### config.mk
export PLATFORM = sky130hd
export DESIGN_NAME = alu_req_arbiter_flat
export DESIGN_NICKNAME = d
export VERILOG_FILES = /design/src/rtl/alu_req_arbiter_if.sv /design/src/rtl/alu_req_arbiter.sv /design/src/flat_wrapper.sv
export SDC_FILE = /design/constraint.sdc
export NUM_CORES = 1
export LEC_CHECK = 0
export ABC_CLOCK_PERIOD_IN_PS = 2800
export BUFFER_PORTS_ARGS = -buffer_cell sky130_fd_sc_hd__clkbuf_2
export CAP_MARGIN = 20
export CORE_ASPECT_RATIO = 0.7
export CORE_MARGIN = 2
export CORE_UTILIZATION = 50
export CTS_BUF_LIST = sky130_fd_sc_hd__clkbuf_2
export DETAILED_ROUTE_END_ITERATION = 10
export HOLD_SLACK_MARGIN = 0.1
export MAX_ROUTING_LAYER = met4
export PLACE_DENSITY = 0.83
export SETUP_SLACK_MARGIN = 0.02
export SLEW_MARGIN = 20
export SYNTH_ARGS = -nofsm -noshare
export SYNTH_HDL_FRONTEND = slang
export SYNTH_SLANG_ARGS = --single-unit
### constraint.sdc
create_clock -name clk -period 2.8 [get_ports clk]
set_clock_uncertainty 0.1 [all_clocks]
set_input_delay 0.56 -clock clk [delete_from_list [all_inputs] [get_ports clk]]
set_output_delay 0.56 -clock clk [all_outputs]
set_load 0.05 [all_outputs]
### src/rtl/alu_req_arbiter_if.sv
// Request/response bundle between two requesters and the shared-ALU arbiter.
// Requester i uses bit i of the valid/ready vectors and slice i of the packed payloads.
interface alu_req_arbiter_if #(
    parameter int DATA_W = 8,
    parameter int OP_W   = 4
);
    logic [1:0]          req_valid;
    logic [1:0]          req_ready;
    logic [2*OP_W-1:0]   req_opcode;
    logic [2*DATA_W-1:0] req_num_1;
    logic [2*DATA_W-1:0] req_num_2;
    logic [1:0]          resp_valid;
    logic [1:0]          resp_ready;
    logic [DATA_W-1:0]   resp_ans;
    logic                resp_err;

    modport master (
        output req_valid, req_opcode, req_num_1, req_num_2, resp_ready,
        input  req_ready, resp_valid, resp_ans, resp_err
    );

    modport slave (
        input  req_valid, req_opcode, req_num_1, req_num_2, resp_ready,
        output req_ready, resp_valid, resp_ans, resp_err
    );
endinterface

### src/rtl/alu_req_arbiter.sv
// Round-robin arbiter sharing one registered ALU between two requesters.
// state | meaning
// IDLE  | waiting for a request; grant and accept happen here
// EXEC  | ALU inputs stable, ALU registers its result at the closing edge
// CAPT  | copy ALU result into the response register, park the ALU opcode
// RESP  | response valid to the owner, held until the owner accepts
module alu_req_arbiter #(
    parameter int DATA_W = 8,
    parameter int OP_W   = 4,
    parameter int CNT_W  = 16
) (
    input  logic              clk,
    input  logic              rst_n,
    alu_req_arbiter_if.slave  bus,
    output logic [OP_W-1:0]   alu_opcode,
    output logic [DATA_W-1:0] alu_num_1,
    output logic [DATA_W-1:0] alu_num_2,
    input  logic [DATA_W-1:0] alu_ans,
    output logic              busy,
    output logic [CNT_W-1:0]  op_count
);

    typedef enum logic [1:0] {IDLE, EXEC, CAPT, RESP} state_t;

    state_t            state_q, state_d;
    logic              last_grant_q, last_grant_d;
    logic              owner_q, owner_d;
    logic [DATA_W-1:0] resp_ans_q, resp_ans_d;
    logic              resp_err_q, resp_err_d;
    logic [OP_W-1:0]   alu_opcode_q, alu_opcode_d;
    logic [DATA_W-1:0] alu_num_1_q, alu_num_1_d;
    logic [DATA_W-1:0] alu_num_2_q, alu_num_2_d;
    logic [CNT_W-1:0]  op_count_q, op_count_d;

    logic              grant;
    logic              any_valid;
    logic [OP_W-1:0]   sel_op;
    logic [DATA_W-1:0] sel_num_1;
    logic [DATA_W-1:0] sel_num_2;
    logic              op_legal;

    // With both requesting, the one not served last wins.
    always_comb begin
        any_valid = |bus.req_valid;
        grant     = (bus.req_valid == 2'b11) ? ~last_grant_q : bus.req_valid[1];
        sel_op    = grant ? bus.req_opcode[2*OP_W-1:OP_W]   : bus.req_opcode[OP_W-1:0];
        sel_num_1 = grant ? bus.req_num_1[2*DATA_W-1:DATA_W] : bus.req_num_1[DATA_W-1:0];
        sel_num_2 = grant ? bus.req_num_2[2*DATA_W-1:DATA_W] : bus.req_num_2[DATA_W-1:0];
        op_legal  = (sel_op == OP_W'(1)) || (sel_op == OP_W'(2)) ||
                    (sel_op == OP_W'(4)) || (sel_op == OP_W'(8));
    end

    always_comb begin
        bus.req_ready = 2'b00;
        if (state_q == IDLE && any_valid) begin
            bus.req_ready = grant ? 2'b10 : 2'b01;
        end
    end

    always_comb begin
        state_d      = state_q;
        last_grant_d = last_grant_q;
        owner_d      = owner_q;
        resp_ans_d   = resp_ans_q;
        resp_err_d   = resp_err_q;
        alu_opcode_d = alu_opcode_q;
        alu_num_1_d  = alu_num_1_q;
        alu_num_2_d  = alu_num_2_q;
        op_count_d   = op_count_q;
        case (state_q)
            IDLE: begin
                if (any_valid) begin
                    last_grant_d = grant;
                    owner_d      = grant;
                    if (op_legal) begin
                        alu_opcode_d = sel_op;
                        alu_num_1_d  = sel_num_1;
                        alu_num_2_d  = sel_num_2;
                        state_d      = EXEC;
                    end else begin
                        resp_ans_d = '1;
                        resp_err_d = 1'b1;
                        state_d    = RESP;
                    end
                end
            end
            EXEC: state_d = CAPT;
            CAPT: begin
                resp_ans_d   = alu_ans;
                resp_err_d   = 1'b0;
                alu_opcode_d = '0;
                state_d      = RESP;
            end
            RESP: begin
                if (bus.resp_ready[owner_q]) begin
                    op_count_d = op_count_q + 1'b1;
                    state_d    = IDLE;
                end
            end
            default: state_d = IDLE;
        endcase
    end

    always_ff @(posedge clk or negedge rst_n) begin
        if (!rst_n) begin
            state_q      <= IDLE;
            last_grant_q <= 1'b1;
            owner_q      <= 1'b0;
            resp_ans_q   <= '0;
            resp_err_q   <= 1'b0;
            alu_opcode_q <= '0;
            alu_num_1_q  <= '0;
            alu_num_2_q  <= '0;
            op_count_q   <= '0;
        end else begin
            state_q      <= state_d;
            last_grant_q <= last_grant_d;
            owner_q      <= owner_d;
            resp_ans_q   <= resp_ans_d;
            resp_err_q   <= resp_err_d;
            alu_opcode_q <= alu_opcode_d;
            alu_num_1_q  <= alu_num_1_d;
            alu_num_2_q  <= alu_num_2_d;
            op_count_q   <= op_count_d;
        end
    end

    always_comb begin
        bus.resp_valid = 2'b00;
        if (state_q == RESP) begin
            bus.resp_valid = owner_q ? 2'b10 : 2'b01;
        end
        bus.resp_ans = resp_ans_q;
        bus.resp_err = resp_err_q;
        alu_opcode   = alu_opcode_q;
        alu_num_1    = alu_num_1_q;
        alu_num_2    = alu_num_2_q;
        busy         = (state_q != IDLE);
        op_count     = op_count_q;
    end

endmodule

### src/flat_wrapper.sv
// flat-port wrapper written by rule: the top's interface ports become plain ports
module alu_req_arbiter_flat 
#(
    parameter int DATA_W = 8,
    parameter int OP_W   = 4,
    parameter int CNT_W  = 16
)
  (clk, rst_n, alu_opcode, alu_num_1, alu_num_2, alu_ans, busy, op_count, bus_req_valid, bus_req_opcode, bus_req_num_1, bus_req_num_2, bus_resp_ready, bus_req_ready, bus_resp_valid, bus_resp_ans, bus_resp_err);
  alu_req_arbiter_if #(.DATA_W(DATA_W), .OP_W(OP_W)) bus_i ();
  input  logic clk;
  input  logic rst_n;
  output logic [OP_W-1:0] alu_opcode;
  output logic [DATA_W-1:0] alu_num_1;
  output logic [DATA_W-1:0] alu_num_2;
  input  logic [DATA_W-1:0] alu_ans;
  output logic busy;
  output logic [CNT_W-1:0] op_count;
  input wire logic [$bits(bus_i.req_valid)-1:0] bus_req_valid;
  input wire logic [$bits(bus_i.req_opcode)-1:0] bus_req_opcode;
  input wire logic [$bits(bus_i.req_num_1)-1:0] bus_req_num_1;
  input wire logic [$bits(bus_i.req_num_2)-1:0] bus_req_num_2;
  input wire logic [$bits(bus_i.resp_ready)-1:0] bus_resp_ready;
  output wire logic [$bits(bus_i.req_ready)-1:0] bus_req_ready;
  output wire logic [$bits(bus_i.resp_valid)-1:0] bus_resp_valid;
  output wire logic [$bits(bus_i.resp_ans)-1:0] bus_resp_ans;
  output wire logic [$bits(bus_i.resp_err)-1:0] bus_resp_err;
  assign bus_i.req_valid = bus_req_valid;
  assign bus_i.req_opcode = bus_req_opcode;
  assign bus_i.req_num_1 = bus_req_num_1;
  assign bus_i.req_num_2 = bus_req_num_2;
  assign bus_i.resp_ready = bus_resp_ready;
  assign bus_req_ready = bus_i.req_ready;
  assign bus_resp_valid = bus_i.resp_valid;
  assign bus_resp_ans = bus_i.resp_ans;
  assign bus_resp_err = bus_i.resp_err;
  alu_req_arbiter #(.DATA_W(DATA_W), .OP_W(OP_W), .CNT_W(CNT_W)) u_core (.clk(clk), .rst_n(rst_n), .bus(bus_i), .alu_opcode(alu_opcode), .alu_num_1(alu_num_1), .alu_num_2(alu_num_2), .alu_ans(alu_ans), .busy(busy), .op_count(op_count));
endmodule
=== After elaboration in Yosys (flattened, before gate mapping) ===
Index checks and enable logic that the tools add are counted.

* Flip-flop bits (word level): 49
* Bits of input ports: 54
* Output and inout port bits: 50
* Word-level logic and storage cells: 61

* Add/sub/neg operators: 1
* $lt $le $gt $ge: 1
* Eq/ne operators: 12
* Mux-type cells: 23
* Bitwise logic cells: 1
* Reductions and logical operators: 14

{| class="wikitable"
|+ Operators with widths
! kind !! count
|-
| 8-bit 2-to-1 mux || 4
|-
| 16-bit by 1-bit adder with 16-bit output, second input constant || 1
|-
| 8-bit case mux with 2 select lines || 1
|-
| 2-bit 2-to-1 mux || 7
|-
| 4-bit 2-to-1 mux || 3
|-
| 3-bit AND reduction || 3
|-
| 2-bit case mux with 4 select lines || 1
|-
| 4-bit case mux with 2 select lines || 1
|-
| 2-bit equality test, second input constant || 3
|-
| 2-bit by 1-bit != test with 1-bit output, second input constant || 3
|-
| 2-bit AND reduction || 3
|-
| 1-bit 2-to-1 mux || 5
|-
| 4-bit by 1-bit equality test with 1-bit output, second input constant || 1
|-
| 4-bit by 2-bit equality test with 1-bit output, second input constant || 1
|-
| 4-bit by 3-bit equality test with 1-bit output, second input constant || 1
|-
| 4-bit equality test, second input constant || 1
|-
| 2-bit nonzero test || 2
|-
| 1-bit logical OR || 3
|-
| 2-bit by 1-bit equality test with 1-bit output, second input constant || 1
|-
| 2-bit logical NOT || 1
|-
| 1-bit by 2-bit < comparator with 1-bit output, second input constant || 1
|-
| 2-bit != test, second input constant || 1
|-
| 1-bit case mux with 2 select lines || 1
|-
| 2-bit OR reduction || 1
|-
| 2 further kinds || 2
|}

=== Logic depth before layout (Yosys ltp) ===
Gate-level depths: netlist of the first run.

* Depth after elaboration: 10
* Gate-level depth with buffers: 8
* Gate-level depth less buffers: 7

=== Worst setup path after synthesis of the first run ===
Ideal clock, no wire load.

* Kind: flip-flop to output port
* Start point: reg u_core.state_q[0]
* End point: out bus_req_ready[0]
* Arrival: 1.742 ns
* Data required time: 2.140 ns
* Setup slack: 0.398 ns
* Cell stages (with the launch flop): 7
* Buffers on the path: 2
* Path through: dfrtp_1 -> inv_1 -> ha_1 -> clkbuf_2 -> o21ai_2 -> clkbuf_1 -> nor2_1

* Cells in the longest elaborated chain, start to end: 3

{| class="wikitable"
|+ Ends and longest elaborated chain
! item !! line !! text
|-
| start: declaration || alu_req_arbiter.sv:25 || <nowiki>state_t state_q, state_d;</nowiki>
|-
| start signal: assignment || alu_req_arbiter.sv:116 || <nowiki>state_q <= state_d;</nowiki>
|-
| 2-bit logical NOT || alu_req_arbiter.sv:55 || <nowiki>if (state_q == IDLE && any_valid) begin</nowiki>
|-
| 1-bit logical AND || alu_req_arbiter.sv:55 ||
|-
| 2-bit 2-to-1 mux || alu_req_arbiter.sv:55 ||
|-
| end: declaration || flat_wrapper.sv:23 || <nowiki>output wire logic [$bits(bus_i.req_ready)-1:0] bus_req_ready;</nowiki>
|}

Every way passes these cells.

=== Final worst setup path of the first run ===
Ends and elaborated chain as after synthesis.

==> key figures, run 1 <==
Run status
  • Outcome: completed

Global routing
  • Largest net degree at the start of global routing: 50
  • Initial antenna violation count: 0
  • Global-route wire length before repair: between 9000 and 10000 um
  • Total grt overflow: 0
  • Total GRT Usage: a little over a fifth
  • Number of global-route vias before repair: between 2000 and 2500

Timing
  • Max Clk Rate: 390 MHz
  • Hold Vio Cnt, Final: 0
  • TNS Setup: 0 ps
  • Crit path time final: about 2600 ps
  • Max_slew headroom: approximately three fifths
  • Pins Over Slew Limit: 0
  • Slew @ Worst Pin: between 500 and 600 ps
  • Unrepaired setup endpoints after global routing: no
  • Setup Viol. Count Final: 0
  • Final Cycle Share: between 90 and 100%

Hold path
  • Min-Delay Path Class: input port to flip-flop
  • Hold path depth: 2

CTS
  • CTS clock-pin slew for the worst setup and hold paths: about 250 ps
  • CTS sink cnt: 49
  • Max Root-Sink Buffers: 2
  • Root buf cell: clkbuf_2
  • Clk_lat worst skew: between 400 and 500 ps
  • CTS buffer count: 5
  • Hold_buf cts: 1
  • CTS tree: done
  • CTS resizes: 0
  • Setup bufs post-CTS: 0
  • H-tree levels: 2

Run
  • # Max-Cap Violations: 0

Critical path
  • Crit Path Max Fanout: 7
  • Critical path capture point type: primary output
  • CP Data Required Time: about 2100 ps
  • FF-to-FF path depth: 4
  • CP Class: flip-flop to primary output
  • Type of origin of the critical path: flip-flop
  • Worst EP arrival: approximately 1900 ps

Placement
  • Dpl hpwl: around 4300 um
  • GPL Wtd Cong: 0.826
  • # port buffers: slightly above 100

Synthesis
  • Synth Cell Area: ~2500 um2
  • Synth Flop Type: dfrtp_1
  • Syn avg cell area: approximately 10 um2
  • Synthesized instance count: around 240
  • Yosys reg bits: 49
  • Synth unique cells: between 40 and 50
  • Asr flop ratio synth: between 90% and 100%
  • Syn nets: ~300
  • Yosys warnings: 0
  • Seq/Total Area, Yosys: about half
  • Post-synth EDFFs: 0

Power and ir drop
  • Power per cell area: roughly 1100 nW/um2
  • Power Total: approximately 3.5 mW
  • Leak: roughly 1.7 nW
  • Peak supply drop: roughly 0.58 mV

Layout
  • Area of the multi-input gates: between 1000 and 1500 um2
  • Layout cells sized above 1: 42.6%
  • Register Area: 1230 um2
  • N_diodes: 0
  • Nets: approximately 410
  • Area Overhead vs Synth: 26.1%
  • Filler cells: around 430

Detailed routing
  • DRC Markers: 0
  • Via count: 2116
  • Via/cell ratio: about 5
  • Antenna Violating Nets Remaining: 0
  • Total wire length: ~5400 um
  • Drt first-iter violations: 90
  • DRT Pass-1 Iters: 4
  • Drt wl/cell: 12.9 um

Die
  • Chip Height: ~64 um
  • Die area: 5670 um2
  • Total I/O pin count: roughly 100
  • Row count: 21
  • CORE AREA: between 4000 and 5000 um2
  • Effective utilization at floorplan: between 50% and 60%
  • Die W: 89.2 um
flip-flops by register name (all words and copies together) (netlist names), 2 cells and up:
name / flops
u_core.alu_opcode: 4
u_core.state_q: 2
u_core.op_count: 16
u_core.alu_num_1: 8
u_core.bus.resp_ans: 8
u_core.alu_num_2: 8
cell type report:
cell class	instances	area share [%]
Clock inverter	3	1.45
Tap cell	69	2.70
Timing Repair Buffer	107	17.1
Clock buffer	5	0.782
Inverter	6	0.703
Multi-Input combinational cell	180	38.9
Sequential cell	49	38.3
synth_stat cells, types with 2 or more instances:
cell      number  area (um2)
ha_1           4        50.1
nand2_1       73         274
and2_2         2        15.0
nor2_1         7        26.3
inv_1          6        22.5
a22oi_1        2        15.0
xnor2_1        9        78.8
nor3_1         2        10.0
a211o_1        2        17.5
o211a_1        2        20.0
o21ai_2        2        17.5
a21o_1         2        15.0
clkbuf_1       6        22.5
xor2_1         9        78.8
mux2_4         9         135
dfrtp_1       48        1200
a21oi_1        2        10.0
nand4_1        5        31.3
o21ai_0        3        15.0
o22a_1         8        70.1
mux2_2         9         101
o211ai_1       2        15.0
nand3_1        6        30.0
through the flow:
step	utilization (%)	instance area (um2)	instances	worst slack, ps	hold slack (ps)
finish	66.2	3200	419	239	243
global route	66.2	3200	419	59.2	183
floorplan	-	2540	243	398	164
CTS	66.2	3200	419	185	214
global placement	64.5	3120	410	501	354
detailed placement	64.5	3120	410	446	364
critical path, cell delays in order, from the launching register on:
cell      delay (ps)
dfrtp_1          440
inv_1            100
ha_1             330
o21ai_2          150
nor2_1           170
clkbuf_2         310
kinds of logic (layout without fill, tap and decap cells):
logic type	Yosys count	in the layout	share of synthesized area [%]
muxes	19	19	9.71
DFF	49	49	48.3
adders and majority gates	5	5	2.42
and+or+nand+nor	105	105	19.6
buffers and inverters	14	121	2.56
AOI/OAI and AO/OA	33	33	11.1
xor gates and xnor gates	18	18	6.21
worst paths after layout:
path,start,endpoint,slack [ps]
hold / removal,alu_ans[6],u_core.bus.resp_ans[6],240
setup / recovery,u_core.state_q[0],bus_req_ready[0],240
min in group asynchronous,rst_n,u_core.op_count[5],640
setup reg to reg,u_core.last_grant_q,u_core.alu_num_1[0],640
max in group asynchronous,rst_n,u_core.alu_opcode[3],1560
hold reg to reg,u_core.op_count[15],u_core.op_count[15],390
routing by layer:
layer / global-route usage (%) / part of all wire (%) / routed length [um] / vias up
li1: - / - / - / 1043
met3: 5.37 / 7.0 / 380 / 2
met1: 27.9 / 47 / 2540 / 981
met5: - / 0 / 0 / -
met2: 33.3 / 46 / 2470 / 90
met4: 6.16 / 0.41 / 22 / 0
where the power goes:
group          internal, mW  switching [mW]
registers             0.964           0.181
logic                 0.595            1.41
clock network         0.152           0.220
layout by cell type (no fill, tap or decap), drive strengths merged, types with 2 or more instances in the layout:
cell type and count:
clkbuf 108, nand2 73, dfrtp 48, mux2 18
xor2 9, xnor2 9, nor2 9, o22a 8
inv 6, nand3 6, nand4 5, o21ai 5
ha 4, nor3 4, buf 3, and2 3
a21oi 2, a21o 2, o211ai 2, a22oi 2
a211o 2, o211a 2
Note: power is estimated with default switching activity, not from simulation.
==> run 2, diff against run 1 <==
--- a/config.mk
+++ b/config.mk
@@ -5,7 +5,7 @@
 export SDC_FILE = /design/constraint.sdc
 export NUM_CORES = 1
 export LEC_CHECK = 0
-export ABC_CLOCK_PERIOD_IN_PS = 2800
+export ABC_CLOCK_PERIOD_IN_PS = 3200
 export BUFFER_PORTS_ARGS = -buffer_cell sky130_fd_sc_hd__clkbuf_2
 export CAP_MARGIN = 20
 export CORE_ASPECT_RATIO = 0.7
==> constraint.sdc (replaced) <==
create_clock -name clk -period 3.2 [get_ports clk]
set_clock_uncertainty 0.1 [all_clocks]
set_input_delay 0.64 -clock clk [delete_from_list [all_inputs] [get_ports clk]]
set_output_delay 0.64 -clock clk [all_outputs]
set_load 0.05 [all_outputs]
==> key figures, run 2 (synthesis results as in run 1) <==
Critical path
  • CP Data Required Time: 2460 ps
  • Slowest cell on crit path: dfrtp_1
  • Critical path capture point type: primary output
  • Slowest stage delay, CP: 450 ps
  • CP bufs+invs: 3
  • Worst EP arrival: about 2000 ps
  • Crit Path Max Fanout: 12
  • Type of origin of the critical path: flip-flop
  • Worst path cell trace: inv_1, ha_1, o21ai_2, buf_4, nor2_1, clkbuf_2
  • CP Class: flip-flop to primary output
  • Top delay family on crit path: buffers and inverters

Die
  • Chip Height: about 64 um
  • Effective utilization at floorplan: roughly 53%
  • Die area: about 5700 um2
  • Total I/O pin count: roughly 100
  • Die W: ~89 um
  • Row count: 21
  • CORE AREA: ~4800 um2

Timing
  • Hold Vio Cnt, Final: 0
  • Final worst setup slack: around 490 ps
  • Unrepaired setup endpoints after global routing: no
  • Max_slew headroom: approximately two fifths
  • Setup Viol. Count Final: 0
  • Crit path time final: 2710 ps
  • Slew @ Worst Pin: around 880 ps
  • TNS Setup: 0 ps
  • Pins Over Slew Limit: 0
  • Max Clk Rate: between 300 and 400 MHz
  • Final Cycle Share: ~85%

CTS
  • H-tree levels: 2
  • CTS tree: done
  • CTS resizes: 0
  • CTS buffer count: 5
  • Root buf cell: clkbuf_2
  • Max Root-Sink Buffers: 2
  • Clk_lat worst skew: 390 ps
  • CTS sink cnt: ~50
  • Setup bufs post-CTS: 0
  • CTS clock-pin slew for the worst setup and hold paths: 250 ps
  • Hold_buf cts: 0

Detailed routing
  • Via/cell ratio: 5.01
  • Via count: ~2100
  • DRC Markers: 0
  • Antenna Violating Nets Remaining: 0
  • Drt first-iter violations: ~100
  • Total wire length: 5490 um
  • DRT Pass-1 Iters: 4
  • Drt wl/cell: about 13 um

Global routing
  • Global-route wire length before repair: 9300 um
  • Total grt overflow: 0
  • Total GRT Usage: 21.6%
  • Number of global-route vias before repair: 2054
  • Largest net degree at the start of global routing: between 40 and 50
  • Initial antenna violation count: 0

Power and ir drop
  • Net Sw Power: roughly 1.6 mW
  • Seq pwr share: between 30% and 40%
  • Sw frac: ~50%
  • Leak: between 1.5 and 2 nW
  • Int Power: approximately 1.6 mW
  • Logic pwr share: between 50% and 60%
  • Clock Power Share: ~13%
  • Power per cell area: between 900 and 1000 nW/um2
  • Power Total: around 3.2 mW
  • Peak supply drop: ~0.61 mV

Layout
  • N_diodes: 0
  • Max reg flops: 16
  • Post-route cell area: between 3000 and 4000 um2
  • Most frequent cells in the layout: clkbuf_2 (107), nand2_1 (73), dfrtp_1 (48)
  • Layout cells sized above 1: 42.7%
  • Commonest non-fill, non-tap cell in the layout: clkbuf_2
  • Nets: ~410
  • Area Overhead vs Synth: 26.5%

Placement
  • # port buffers: 103
  • GPL Wtd Cong: ~0.84
  • Dpl ws: ~570 ps
  • Dpl hpwl: roughly 4300 um
  • Placed inst area: around 3100 um2

Hold path
  • Min-Delay Path Class: input port to asynchronous set/reset pin

Run status
  • Outcome: completed

Run
  • # Max-Cap Violations: 0
run 2: cell types whose count changed in the layout (fill, tap and decap cells not counted):
cell and delta:
buf_2 +1, bufinv_16 +1, clkbuf_2 -1, clkinv_2 +1
clkinv_4 -1, clkinvlp_4 -1, dlygate4sd3_1 -1
run 2: power by group through the flow:
stage	sequential (mW)	combinational [mW]	clock [mW]
2_1_floorplan	1.66	0.697	0
3_3_place_gp	1.01	1.73	0
3_5_place_dp	1.02	1.77	0
4_1_cts	1.01	1.77	0.411
5_1_grt	1.04	1.88	0.436
6_report	1.01	1.75	0.400
run 2: final timing paths:
check,cells after the start,start,endpoint,slack [ps]
min in group clk,2,alu_ans[0],u_core.bus.resp_ans[0],320
worst min-delay path,1,rst_n,u_core.bus.resp_ans[6],210
worst max-delay path,6,u_core.state_q[0],bus_req_ready[0],490
max in group asynchronous,2,rst_n,u_core.alu_opcode[2],2110
worst max register to register,8,u_core.state_q[0],u_core.bus.resp_ans[7],940
worst min register to register,1,u_core.op_count[15],u_core.op_count[15],390
run 2: per-layer routing:
layer	share of wire (%)	vias up	global-route usage, %
met5	0	-	-
met4	0.97	0	4.48
met3	8.8	6	5.90
met2	45	90	33.5
met1	45	957	28.7
li1	-	1040	-
run 2: metrics by stage:
stage | hold slack [ps] | cells | util, %
floorplan | 244 | 243 | -
global placement | 356 | 410 | 64.5
detailed placement | 363 | 410 | 64.5
CTS | 261 | 418 | 66.4
global route | 269 | 418 | 66.4
finish | 208 | 418 | 66.4
run 2: area by class of cell:
cell class / count / area (um2)
fillers: 409 / 1620
multi-input cells: 180 / 1250
flip-flops and latches: 49 / 1230
repair buffers: 106 / 538
well taps: 69 / 86.3
clock inverters: 3 / 65.1
clock buffers: 5 / 25.0
inverters: 6 / 22.5
run 2: worst reg2reg max path: stages (launching register included):
cell      delay (ps)
dfrtp_1          450
inv_1            110
ha_1             340
o21ai_2           90
buf_4            200
a31o_2           230
a211oi_2         250
a21o_1           290
o22a_1           180
